<file path="src/rtl/enemy_bullet_if.sv">
// Enemy bullet bus: frame strobe, fire request, enemy/player positions in,
// bullet position, existence, hit/block pulses and ready flag out.
//   master : game-control side (drives tick/fire/positions, reads bullet state)
//   slave  : enemy_bullet block
interface enemy_bullet_if;
  logic               tick;
  logic               fire;
  logic signed [10:0] xEnemy;
  logic signed [9:0]  yEnemy;
  logic signed [10:0] xPlayer;
  logic signed [9:0]  yPlayer;
  logic               isQ;
  logic               defend;
  logic signed [10:0] x;
  logic signed [9:0]  y;
  logic               isE;
  logic               isHit;
  logic               isBlocked;
  logic               ready;

  modport master (
    output tick, fire, xEnemy, yEnemy, xPlayer, yPlayer, isQ, defend,
    input  x, y, isE, isHit, isBlocked, ready
  );

  modport slave (
    input  tick, fire, xEnemy, yEnemy, xPlayer, yPlayer, isQ, defend,
    output x, y, isE, isHit, isBlocked, ready
  );
endinterface

</file>
<file path="src/rtl/enemy_bullet.sv">
// Enemy projectile travelling right-to-left toward the player.
// Spawns on a fire request (sampled on the frame tick while READY), moves
// BULLET_STEP_X px left per tick, reports a hit or shield block against the
// player, then waits COOLDOWN ticks before the next shot can be fired.
// Ports:
//   clk  : system clock
//   rst  : asynchronous active-high reset
//   bus  : enemy_bullet_if.slave (tick, fire, positions in; x, y, isE,
//          isHit, isBlocked, ready out)
module enemy_bullet #(
  parameter int MAP_X          = 640,
  parameter int BULLET_STEP_X  = 8,
  parameter int BULLET_X       = 4,
  parameter int BULLET_Y       = 4,
  parameter int PLAYER_X       = 16,
  parameter int PLAYER_Y       = 32,
  parameter int SQUAT_PLAYER_Y = 16,
  parameter int COOLDOWN       = 30
) (
  input  logic          clk,
  input  logic          rst,
  enemy_bullet_if.slave bus
);

  localparam int CNT_W = $clog2(COOLDOWN + 1);
  localparam logic [CNT_W-1:0] CNT_INIT = CNT_W'(COOLDOWN);
  localparam logic [CNT_W-1:0] CNT_ONE  = CNT_W'(1);
  localparam logic [CNT_W-1:0] CNT_ZERO = '0;

  // Collision math runs one bit wider than the coordinates so nothing wraps.
  localparam logic signed [11:0] STEP12 = 12'(BULLET_STEP_X);
  localparam logic signed [11:0] BX12   = 12'(BULLET_X);
  localparam logic signed [11:0] BY12   = 12'(BULLET_Y);
  localparam logic signed [11:0] PX12   = 12'(PLAYER_X);
  localparam logic signed [11:0] PY12   = 12'(PLAYER_Y);
  localparam logic signed [11:0] SQH12  = 12'(SQUAT_PLAYER_Y);
  localparam logic signed [10:0] PX11   = 11'(PLAYER_X);
  localparam logic signed [10:0] BX11   = 11'(BULLET_X);

  typedef enum logic [1:0] {READY, FLY, RELOAD} state_t;

  function automatic logic signed [11:0] sx11(input logic signed [10:0] v);
    return {v[10], v};
  endfunction

  function automatic logic signed [11:0] sy10(input logic signed [9:0] v);
    return {{2{v[9]}}, v};
  endfunction

  state_t             state, state_d;
  logic signed [10:0] x_q, x_d;
  logic signed [9:0]  y_q, y_d;
  logic               ise_q, ise_d;
  logic               hit_q, hit_d;
  logic               blk_q, blk_d;
  logic [CNT_W-1:0]   cnt_q, cnt_d;

  logic signed [11:0] xn;
  logic signed [11:0] half_h;
  logic               h_ovl;
  logic               v_ovl;

  always_ff @(posedge clk or posedge rst) begin
    if (rst) begin
      state <= READY;
      x_q   <= '0;
      y_q   <= '0;
      ise_q <= 1'b0;
      hit_q <= 1'b0;
      blk_q <= 1'b0;
      cnt_q <= '0;
    end else begin
      state <= state_d;
      x_q   <= x_d;
      y_q   <= y_d;
      ise_q <= ise_d;
      hit_q <= hit_d;
      blk_q <= blk_d;
      cnt_q <= cnt_d;
    end
  end

  always_comb begin
    state_d = state;
    x_d     = x_q;
    y_d     = y_q;
    ise_d   = ise_q;
    hit_d   = 1'b0;
    blk_d   = 1'b0;
    cnt_d   = cnt_q;

    xn     = sx11(x_q) - STEP12;
    half_h = bus.isQ ? SQH12 : PY12;
    h_ovl  = (xn - BX12) < (sx11(bus.xPlayer) + PX12);
    // A squatting player lowers only the top edge; the bottom edge is fixed.
    v_ovl  = ((sy10(y_q) + BY12) > (sy10(bus.yPlayer) - half_h)) &&
             ((sy10(y_q) - BY12) < (sy10(bus.yPlayer) + PY12));

    if (bus.tick) begin
      unique case (state)
        READY: begin
          if (bus.fire) begin
            x_d     = bus.xEnemy - PX11 - BX11;
            y_d     = bus.yEnemy;
            ise_d   = 1'b1;
            state_d = FLY;
          end
        end
        FLY: begin
          // Hit is tested first so it wins over leaving the left edge.
          if (h_ovl && v_ovl) begin
            hit_d   = ~bus.defend;
            blk_d   = bus.defend;
            ise_d   = 1'b0;
            x_d     = xn[10:0];
            cnt_d   = CNT_INIT;
            state_d = RELOAD;
          end else if (xn < BX12) begin
            ise_d   = 1'b0;
            cnt_d   = CNT_INIT;
            state_d = RELOAD;
          end else begin
            x_d = xn[10:0];
          end
        end
        RELOAD: begin
          cnt_d = cnt_q - CNT_ONE;
          if (cnt_d == CNT_ZERO) state_d = READY;
        end
        default: state_d = READY;
      endcase
    end
  end

  assign bus.x         = x_q;
  assign bus.y         = y_q;
  assign bus.isE       = ise_q;
  assign bus.isHit     = hit_q;
  assign bus.isBlocked = blk_q;
  assign bus.ready     = (state == READY);

endmodule

</file>
<file path="src/flat_wrapper.sv">
// flat-port wrapper written by rule: the top's interface ports become plain ports
module enemy_bullet_flat 
#(
  parameter int MAP_X          = 640,
  parameter int BULLET_STEP_X  = 8,
  parameter int BULLET_X       = 4,
  parameter int BULLET_Y       = 4,
  parameter int PLAYER_X       = 16,
  parameter int PLAYER_Y       = 32,
  parameter int SQUAT_PLAYER_Y = 16,
  parameter int COOLDOWN       = 30
)
  (clk, rst, bus_tick, bus_fire, bus_xEnemy, bus_yEnemy, bus_xPlayer, bus_yPlayer, bus_isQ, bus_defend, bus_x, bus_y, bus_isE, bus_isHit, bus_isBlocked, bus_ready);
  enemy_bullet_if bus_i ();
  input  logic clk;
  input  logic rst;
  input wire logic [$bits(bus_i.tick)-1:0] bus_tick;
  input wire logic [$bits(bus_i.fire)-1:0] bus_fire;
  input wire logic [$bits(bus_i.xEnemy)-1:0] bus_xEnemy;
  input wire logic [$bits(bus_i.yEnemy)-1:0] bus_yEnemy;
  input wire logic [$bits(bus_i.xPlayer)-1:0] bus_xPlayer;
  input wire logic [$bits(bus_i.yPlayer)-1:0] bus_yPlayer;
  input wire logic [$bits(bus_i.isQ)-1:0] bus_isQ;
  input wire logic [$bits(bus_i.defend)-1:0] bus_defend;
  output wire logic [$bits(bus_i.x)-1:0] bus_x;
  output wire logic [$bits(bus_i.y)-1:0] bus_y;
  output wire logic [$bits(bus_i.isE)-1:0] bus_isE;
  output wire logic [$bits(bus_i.isHit)-1:0] bus_isHit;
  output wire logic [$bits(bus_i.isBlocked)-1:0] bus_isBlocked;
  output wire logic [$bits(bus_i.ready)-1:0] bus_ready;
  assign bus_i.tick = bus_tick;
  assign bus_i.fire = bus_fire;
  assign bus_i.xEnemy = bus_xEnemy;
  assign bus_i.yEnemy = bus_yEnemy;
  assign bus_i.xPlayer = bus_xPlayer;
  assign bus_i.yPlayer = bus_yPlayer;
  assign bus_i.isQ = bus_isQ;
  assign bus_i.defend = bus_defend;
  assign bus_x = bus_i.x;
  assign bus_y = bus_i.y;
  assign bus_isE = bus_i.isE;
  assign bus_isHit = bus_i.isHit;
  assign bus_isBlocked = bus_i.isBlocked;
  assign bus_ready = bus_i.ready;
  enemy_bullet #(.MAP_X(MAP_X), .BULLET_STEP_X(BULLET_STEP_X), .BULLET_X(BULLET_X), .BULLET_Y(BULLET_Y), .PLAYER_X(PLAYER_X), .PLAYER_Y(PLAYER_Y), .SQUAT_PLAYER_Y(SQUAT_PLAYER_Y), .COOLDOWN(COOLDOWN)) u_core (.clk(clk), .rst(rst), .bus(bus_i));
endmodule
</file>
<file path="config.mk">
export PLATFORM = sky130hd
export DESIGN_NAME = enemy_bullet_flat
export DESIGN_NICKNAME = d
export VERILOG_FILES = /design/src/rtl/enemy_bullet_if.sv /design/src/rtl/enemy_bullet.sv /design/src/flat_wrapper.sv
export SDC_FILE = /design/constraint.sdc
export NUM_CORES = 1
export LEC_CHECK = 0
export CAP_MARGIN = 15
export CORE_ASPECT_RATIO = 1.4
export CORE_UTILIZATION = 52
export CTS_CLUSTER_DIAMETER = 100
export DETAILED_ROUTE_END_ITERATION = 16
export GPL_ROUTABILITY_DRIVEN = 1
export PLACE_DENSITY = 0.82
export SLEW_MARGIN = 10
export SYNTH_ARGS = -nofsm -noshare
export SYNTH_HDL_FRONTEND = slang
export SYNTH_SLANG_ARGS = --single-unit
export TNS_END_PERCENT = 10
</file>
<file path="constraint.sdc">
create_clock -name clk -period 4.6 [get_ports clk]
set_input_delay 0.69 -clock clk [delete_from_list [all_inputs] [get_ports clk]]
set_output_delay 0.69 -clock clk [all_outputs]
set_load 0.005 [all_outputs]
</file>
==> run summary, run 1 <==
The worst setup path is of the register to register kind. The required time of the critical path is 4.76 ns. The clock net in this run drives a total of 31 sinks.

The worst-case IR drop observed on VDD is 0.0004052 V. The slowest library cell on the worst path was sky130_fd_sc_hd__dfrtp_1. Fill cells in the final layout number 516. Traced cell by cell, the critical path runs through inv_1 > ha_1 > and3b_2 > a31oi_1 > nor2_1 > nor2_1 > nor2_1 > xnor2_1 > ha_1 > a21o_1 > a2111oi_0 > o32a_1 > o31a_2 > o21ai_2 > o211ai_4 > nor2b_4 > mux2_1.

The initial antenna violation count came out at 0. After synthesis the cells add up to 0.003374 mm^2. The count of nets left with antenna violations once routing finished came out at 0.

The prevailing post-synth register cell is sky130_fd_sc_hd__dfrtp_1. Number of buffers inserted by post-CTS setup repair: 0. The buffering stage count on the worst path with inverters included came out at 1. Ranked by total cell area, the synthesized netlist is headed by sky130_fd_sc_hd__dfrtp_1 23%, sky130_fd_sc_hd__ha_1 17%, sky130_fd_sc_hd__xnor2_1 6.0%. Max-slew violation count: 0.

The fraction of final layout cells with drive strength greater than 1 was 0.08677; the multi-input logic area was 0.002371 mm^2. The tools report the via count of the first global-routing pass as 3146. The run gives 0.5396 as the effective utilization at floorplan. The most frequent cell on the critical path was sky130_fd_sc_hd__nor2_1. In this design, the stage delay of the slowest critical-path cell is 0.49 ns.

TritonCTS built the clock tree. The final critical delay including setup and external delays is 4.016 ns, and the share of the synthesized area in the top cell type is 0.2299. The total count of hold-check failures in the final report is 0, and the aggregate global routing overflow is 0.

The number of antenna diodes in the final layout is 0. Based on the critical path, the design can be clocked at up to 249.0 MHz. In this run the deepest clock path goes through 2 buffers. The wire length the detailed router placed on met1 is 3255 um, and the average wire length per cell after detail routing is 14.83 um. Detail-routed via count per cell: 5.685. For the share of the yosys chip area belonging to registers, the log shows 0.2299.

Clock tree synthesis inserted a total of 5 buffers. The synthesized net count is 487, and the proportion of synthesized flip-flops having asynchronous set or reset is 1.000. Setup repair after global routing left no endpoint under its margin. The post-synthesis instance total came out at 391.

The number of core rows is 34. The initial detailed-routing violation count was 109; the power per unit of standard cell area was 581.6 mW/mm^2. The logs give 0 for the count of cells resized by post-cts repair and 73 for the number of top-level design ports.

The logs give 2 for the CTS H-tree depth and 4199 um for the routed length on met2. The synthesized flop and latch total was 31. Post-synthesis cell type with the largest combined area: sky130_fd_sc_hd__dfrtp_1. The logs give 775.7 um^2 for the sequential cell area in the final layout and 6465 um for the HPWL after detailed placement. The pin count of the biggest net entering global routing came out at 32. Before antenna repair, the detailed router went through 4 iterations. The routed layout has 3030 vias. The worst hold path belongs to the class register to register. The growth of design area from synthesis to finish was 24.36%; the met3 wire length was 255 um. The ratio of final minimum period to clock period was 0.8730.

The tools report the final routed DRC violation total as 0. The global-route wire length before repair was 13820 um; the number of enable flip-flop cells after synthesis was 0. In this run the worst path has a maximum fanout of 10. Cell type group with the largest total delay on the critical path: compound AO/OA/AOI/OAI gates. The run finished with clean final reports. The run gives 60 as the number of different library cells in the post-synthesis netlist. The hold buffer count at cts came out at 0.

After floorplanning, the core was sized to cover 0.006254 mm^2. The actual slew at the worst max-slew pin was 0.6987 ns. Routed signal wires occupy layers up through met4.

The run gives 556 as the final net count. The logs give 0.5173 ns for the final-layout worst hold slack and 0.28 ns for the insertion delay to the later sink of the worst-skew pair. From left edge to right edge, the die measures 70.08 um. The aggregate global-route resource usage was 0.2476. The count of warnings emitted by yosys is 0. STA classifies the critical path endpoint as a register. In this run the static leakage power is 1.842 nW. The worst clock skew is 0.004446 ns, and the total of buffers placed on input and output ports is 72.

Averaged over all synthesized cells, the footprint is 8.630 um^2. The final layout contains routed wiring with a total length of 7907 um. The floorplan step set the die height to 97.32 um. Setup violations remaining at the end of the flow were counted as 0.

The root buffer selected by CTS is sky130_fd_sc_hd__clkbuf_8. The tools report the startpoint kind of the worst setup timing path as a register. After clock tree synthesis, the clock-pin slew on the worst setup and hold paths is 0.07 ns.

The tools report the headroom to the max-slew limit as 0.5329. For the worst setup path, the data arrival time is 4.18 ns. The full die area is 0.006820 mm^2, and the placer's final routability congestion estimate is 0.8677. For the final routed database, the setup TNS stands at 0 ns.

The total of max-cap violations was 0.
## flip-flops by register name, summed over array words and instances (netlist names)
name and flops:
u_core.bus.isE 1, u_core.bus.isBlocked 1, u_core.cnt_q 5, u_core.bus.y 10, u_core.bus.x 11, u_core.bus.isHit 1
u_core.state 2
## layout make-up
| cell class | count | area share |
|---|---|---|
| clock buffer | 7 | 0.01819 |
| inverter | 40 | 0.03578 |
| sequential | 31 | 0.1849 |
| clock inverter | 1 | 0.001193 |
| multi-input combinational | 309 | 0.5650 |
| tap | 72 | 0.02147 |
| timing repair buffer | 73 | 0.1735 |
## where the power goes
part / leakage [nW] / switching (mW) / internal (mW) / total (mW)
Combinational: 1.44 / 0.818 / 0.827 / 1.64
Clock: 0.0422 / 0.105 / 0.106 / 0.211
Sequential: 0.363 / 0.195 / 0.390 / 0.585
Total: 1.84 / 1.12 / 1.32 / 2.44
## cells by family (layout without fill, tap and decap cells)
kind of cell,after synthesis,count (layout),share of synthesized area
adder cells (fa/ha/maj),48,48,0.1802
buffers and inverters,51,121,0.06748
AND/OR/NAND/NOR,122,122,0.1780
flip-flops,31,31,0.2299
XOR/XNOR,39,39,0.1012
multiplexers,20,20,0.06600
AO/OA/AOI/OAI,80,80,0.1772
## through the flow
| stage | setup slack (ns) | std cells | instance area, um^2 | power, mW | util |
|---|---|---|---|---|---|
| final | 0.5842 | 533 | 4197 | 2.440 | 0.6711 |
| after CTS | 0.5542 | 533 | 4197 | 2.447 | 0.6711 |
| after floorplan | 0.8979 | 391 | 3374 | 1.718 | - |
| after detailed placement | 0.3569 | 525 | 4115 | 2.225 | 0.6581 |
| after global routing | 0.1872 | 533 | 4197 | 2.695 | 0.6711 |
| after global placement | 0.4257 | 525 | 4115 | 2.168 | 0.6581 |
## cells in the final DEF, fill, tap and decap left out, drive strengths merged, types with 4 or more instances in the layout
master	Yosys	layout
mux2i	5	5
nor2b	4	4
o31ai	4	4
mux2	15	15
clkdlybuf4s50	0	72
o21ai	16	16
clkbuf	6	7
xor2	16	16
nand2	32	32
nor3	15	15
ha	47	47
nand2b	7	7
a41oi	6	6
a21oi	20	20
inv	40	40
nand4	4	4
a211oi	4	4
nand3	20	20
nor2	28	28
dfrtp	31	31
xnor2	23	23
## cells in the mapped netlist, types with 3 or more instances
cell type and instances:
sky130_fd_sc_hd__ha_1 47, sky130_fd_sc_hd__inv_1 40, sky130_fd_sc_hd__nand2_1 32, sky130_fd_sc_hd__dfrtp_1 31, sky130_fd_sc_hd__nor2_1 27, sky130_fd_sc_hd__xnor2_1 23
sky130_fd_sc_hd__a21oi_1 20, sky130_fd_sc_hd__nand3_1 20, sky130_fd_sc_hd__xor2_1 16, sky130_fd_sc_hd__nor3_1 14, sky130_fd_sc_hd__o21ai_0 14, sky130_fd_sc_hd__mux2_2 13
sky130_fd_sc_hd__nand2b_1 7, sky130_fd_sc_hd__clkbuf_1 5, sky130_fd_sc_hd__mux2i_1 5, sky130_fd_sc_hd__a211oi_1 4, sky130_fd_sc_hd__nand4_1 4, sky130_fd_sc_hd__a22o_1 3
sky130_fd_sc_hd__a31oi_1 3, sky130_fd_sc_hd__a41oi_1 3, sky130_fd_sc_hd__a41oi_2 3, sky130_fd_sc_hd__buf_6 3, sky130_fd_sc_hd__o21a_1 3, sky130_fd_sc_hd__o31a_2 3
sky130_fd_sc_hd__o31ai_1 3, sky130_fd_sc_hd__or3_1 3
## metal layers
| metal | GRT usage | vias to the layer above |
|---|---|---|
| li1 | - | 1517 |
| met1 | 0.2879 | 1432 |
| met2 | 0.4586 | 63 |
| met3 | 0.03112 | 18 |
| met4 | 0.08308 | 0 |
| met5 | 0 | - |
## final timing paths
path | startpoint | slack, ns | cells after the start | to
max in group asynchronous | rst | 3.50 | 3 | u_core.bus.isE$_DFFE_PP0P_
hold / removal | u_core.cnt_q[4]$_DFFE_PP0P_ | 0.52 | 1 | u_core.cnt_q[4]$_DFFE_PP0P_
min in group asynchronous | rst | 0.80 | 3 | u_core.bus.y[7]$_DFFE_PP0P_
hold reg to reg | u_core.cnt_q[4]$_DFFE_PP0P_ | 0.52 | 1 | u_core.cnt_q[4]$_DFFE_PP0P_
setup reg to reg | u_core.bus.x[3]$_DFFE_PP0P_ | 0.58 | 17 | u_core.state[0]$_DFFE_PP0P_
setup / recovery | u_core.bus.x[3]$_DFFE_PP0P_ | 0.58 | 17 | u_core.state[0]$_DFFE_PP0P_
No activity file was read; power rests on OpenSTA's default activity.
==> inputs of run 2 (changes only) <==
Settings changed: CORE_UTILIZATION 52 to 47, PLACE_DENSITY 0.82 to 0.78.
Clock period 4.6 ns to 3.46 ns, I/O delays scaled along.
==> run summary, run 2 (same netlist as run 1, synthesis figures left out) <==
For the maximum achievable frequency, the log shows 278.9 MHz. The worst hold-check path type is register to register. For this block, the initial DRC count from the detailed router was 111. The filler cells instantiated in the layout total 594. The flip-flop count of the largest register, all copies and words added was 11; the headroom to the max-slew limit was 0.5649.

For the total count of hold-check failures in the final report, the log shows 0. The number of cells on the worst reg-to-reg path was 15; the max-slew violation count was 0. The tools report the root buffer selected by CTS as sky130_fd_sc_hd__clkbuf_8. For the final routed database, the setup TNS stands at -0.5525 ns.

Worst clock skew: 0.008762 ns. The worst hold path begins at u_core.cnt_q[4]$_DFFE_PP0P_. Along the worst path, the maximum fanout reaches 4. The final worst setup slack was -0.1252 ns; the die span in y was 102.3 um. Detailed routing inserted a total of 3309 vias. Using the TritonRoute via totals, the vias-per-cell ratio works out to 5.433. For this run, design rule violations remaining after detail routing come to 0. The top layer used by detailed routing is met4. The top cell types in the final layout, fill and taps aside, are 71 x sky130_fd_sc_hd__clkdlybuf4s50_1, 54 x sky130_fd_sc_hd__buf_4, 45 x sky130_fd_sc_hd__ha_1.

The effective utilization at floorplan is 0.4865, and the final net count is 609. The core region is 0.006937 mm^2. The run gives 3440 as the via count of the first global-routing pass. Data arrives at the worst endpoint at 3.76 ns.

The initial antenna violation count was 0. The first detailed-routing pass took 5 iterations. At the end of routability-driven placement, the weighted congestion stood at 0.9191. STA classifies the critical path endpoint as a register. The final reports fail on negative setup slack.

Setup repair after global routing could not meet its margin everywhere. Clock-pin slew was measured on the worst setup and hold paths at 0.07 ns. The aggregate global-route resource usage is 0.2564, and the worst hold path cell count is 1. OpenSTA, run right after detailed placement, puts the worst setup slack at -0.4048 ns. The run gives 0 as the number of inserted diodes.

The insertion delay to the later sink of the worst-skew pair came out at 0.30 ns. Leaving out filler cells and counting taps, the final layout contains 609. The initialized floorplan defines 36 standard-cell rows. Once detail routing completed, the nets flagged for antenna violations numbered 0.

The final core area utilization is 0.6840, and the routed wire length is 8909 um. The first global-routing pass estimated 15020 um of wire. The H-tree generated during clock tree synthesis spans 2 levels.

The flow ran to the end, but the final reports show violations. The worst reg-to-reg setup slack was -0.13 ns; the average wire length per cell after detail routing was 14.63 um. Compared with the post-synthesis result, the final layout area differs by 40.60%. The critical path class was register to register. The logs give 4842 um for the routed length on met2 and 283 um for the met3 wire length.

The run gives 2.112 nW as the static leakage power. The logs give 31 for the clock net sink count and 2 for the maximum root-to-sink buffer count. Measured along the x axis, the die boundary spans 73.61 um. STA classifies the critical path startpoint as a register. For the worst setup path, the data required time is 3.64 ns. The tools report the pin count of the biggest net entering global routing as 19. The HPWL after detailed placement came out at 7303 um. The detailed router put a total of 3488 um of wire on met1. The fraction of final layout cells with drive strength greater than 1 was 0.2218; the total CTS buffers was 5. Dividing total power by cell area gives a power density of 805.7 mW/mm^2.

Across the VDD grid, the largest voltage drop is 0.0004098 V. Leaving out fill and tap cells, the most frequent cell in the layout is sky130_fd_sc_hd__clkdlybuf4s50_1. The ratio of final minimum period to clock period works out to 1.036. Hold buffer count at cts: 0.

The total of buffers placed on input and output ports came out at 72. 73 I/O pins were placed. In this run the critical register-to-register path is launched from u_core.bus.x[4]$_DFFE_PP0P_. Power comes to 3.823 mW. Max-cap violations in this run came to 0. The worst hold path terminates at u_core.cnt_q[4]$_DFFE_PP0P_.

The aggregate global routing overflow was 0. For the final-report setup violation count, the log shows 10. The floorplan step defined a die boundary enclosing 0.007527 mm^2. The instance count after placement with tap cells included is 597, and the final critical delay including setup and external delays is 3.585 ns. For the pin with the worst max-slew slack, the measured transition is 0.6520 ns. TritonCTS built the clock tree. The worst register-to-register path ends at u_core.state[0]$_DFFE_PP0P_.
[run 2: stage by stage]
step / hold slack, ns / area (um^2)
after detailed placement: 0.5142 / 4547
after floorplan: 0.4759 / 3410
final: 0.5180 / 4745
after global routing: 0.5439 / 4745
after CTS: 0.5265 / 4705
after global placement: 0.4886 / 4547
[run 2: layer usage]
layer / vias to the layer above / global-route usage
met5: - / 0
met1: 1580 / 0.2763
met2: 79 / 0.4834
met4: 0 / 0.1272
li1: 1627 / -
met3: 23 / 0.02959
[run 2: layout make-up]
class                           instances  area [um^2]  share of cell area
Clock buffer                            7        96.34             0.02031
Clock inverter                          1        7.507            0.001582
Inverter                               40        150.1             0.03165
Multi-Input combinational cell        309         2469              0.5203
Sequential cell                        31        778.2              0.1640
Tap cell                               95        118.9             0.02505
Timing Repair Buffer                  126         1125              0.2371
[run 2: worst max path at each step]
stage,slack [ns],start,endpoint,cells after the start
after global routing,-0.33,u_core.bus.x[3]$_DFFE_PP0P_,u_core.state[0]$_DFFE_PP0P_,17
after floorplan,-0.09,u_core.bus.x[4]$_DFFE_PP0P_,u_core.state[0]$_DFFE_PP0P_,18
after global placement,-0.31,bus_isQ,u_core.bus.x[8]$_DFFE_PP0P_,14
final,-0.13,u_core.bus.x[4]$_DFFE_PP0P_,u_core.state[0]$_DFFE_PP0P_,15
after detailed placement,-0.40,bus_isQ,u_core.bus.x[8]$_DFFE_PP0P_,14
after CTS,-0.07,u_core.bus.x[4]$_DFFE_PP0P_,u_core.state[0]$_DFFE_PP0P_,17
[run 2: critical path, cell delays in order, from the launching register on]
cell	delay, ns
sky130_fd_sc_hd__dfrtp_2	0.44
sky130_fd_sc_hd__or3_1	0.42
sky130_fd_sc_hd__a31oi_4	0.18
sky130_fd_sc_hd__nor2_1	0.07
sky130_fd_sc_hd__nor2_2	0.10
sky130_fd_sc_hd__nor2_1	0.06
sky130_fd_sc_hd__xnor2_1	0.12
sky130_fd_sc_hd__ha_1	0.31
sky130_fd_sc_hd__a21o_1	0.20
sky130_fd_sc_hd__a2111oi_4	0.35
sky130_fd_sc_hd__o32a_1	0.22
sky130_fd_sc_hd__o31a_2	0.19
sky130_fd_sc_hd__o21ai_4	0.08
sky130_fd_sc_hd__o211ai_4	0.24
sky130_fd_sc_hd__nor2b_4	0.20
sky130_fd_sc_hd__mux2_4	0.30
[run 2: timing repair]
item                       in CTS  in global routing
gates resized for setup         8                  8
cloned                          0                  0
pin swaps                      15                  3
setup buffers                   3                  1
setup endpoints to repair      13                 17
[run 2: power breakdown]
| part | leakage, nW | internal (mW) | switching, mW |
|---|---|---|---|
| clock network | 0.0505 | 0.181 | 0.151 |
| logic | 1.70 | 1.44 | 1.33 |
| registers | 0.361 | 0.521 | 0.200 |
| total | 2.11 | 2.14 | 1.68 |
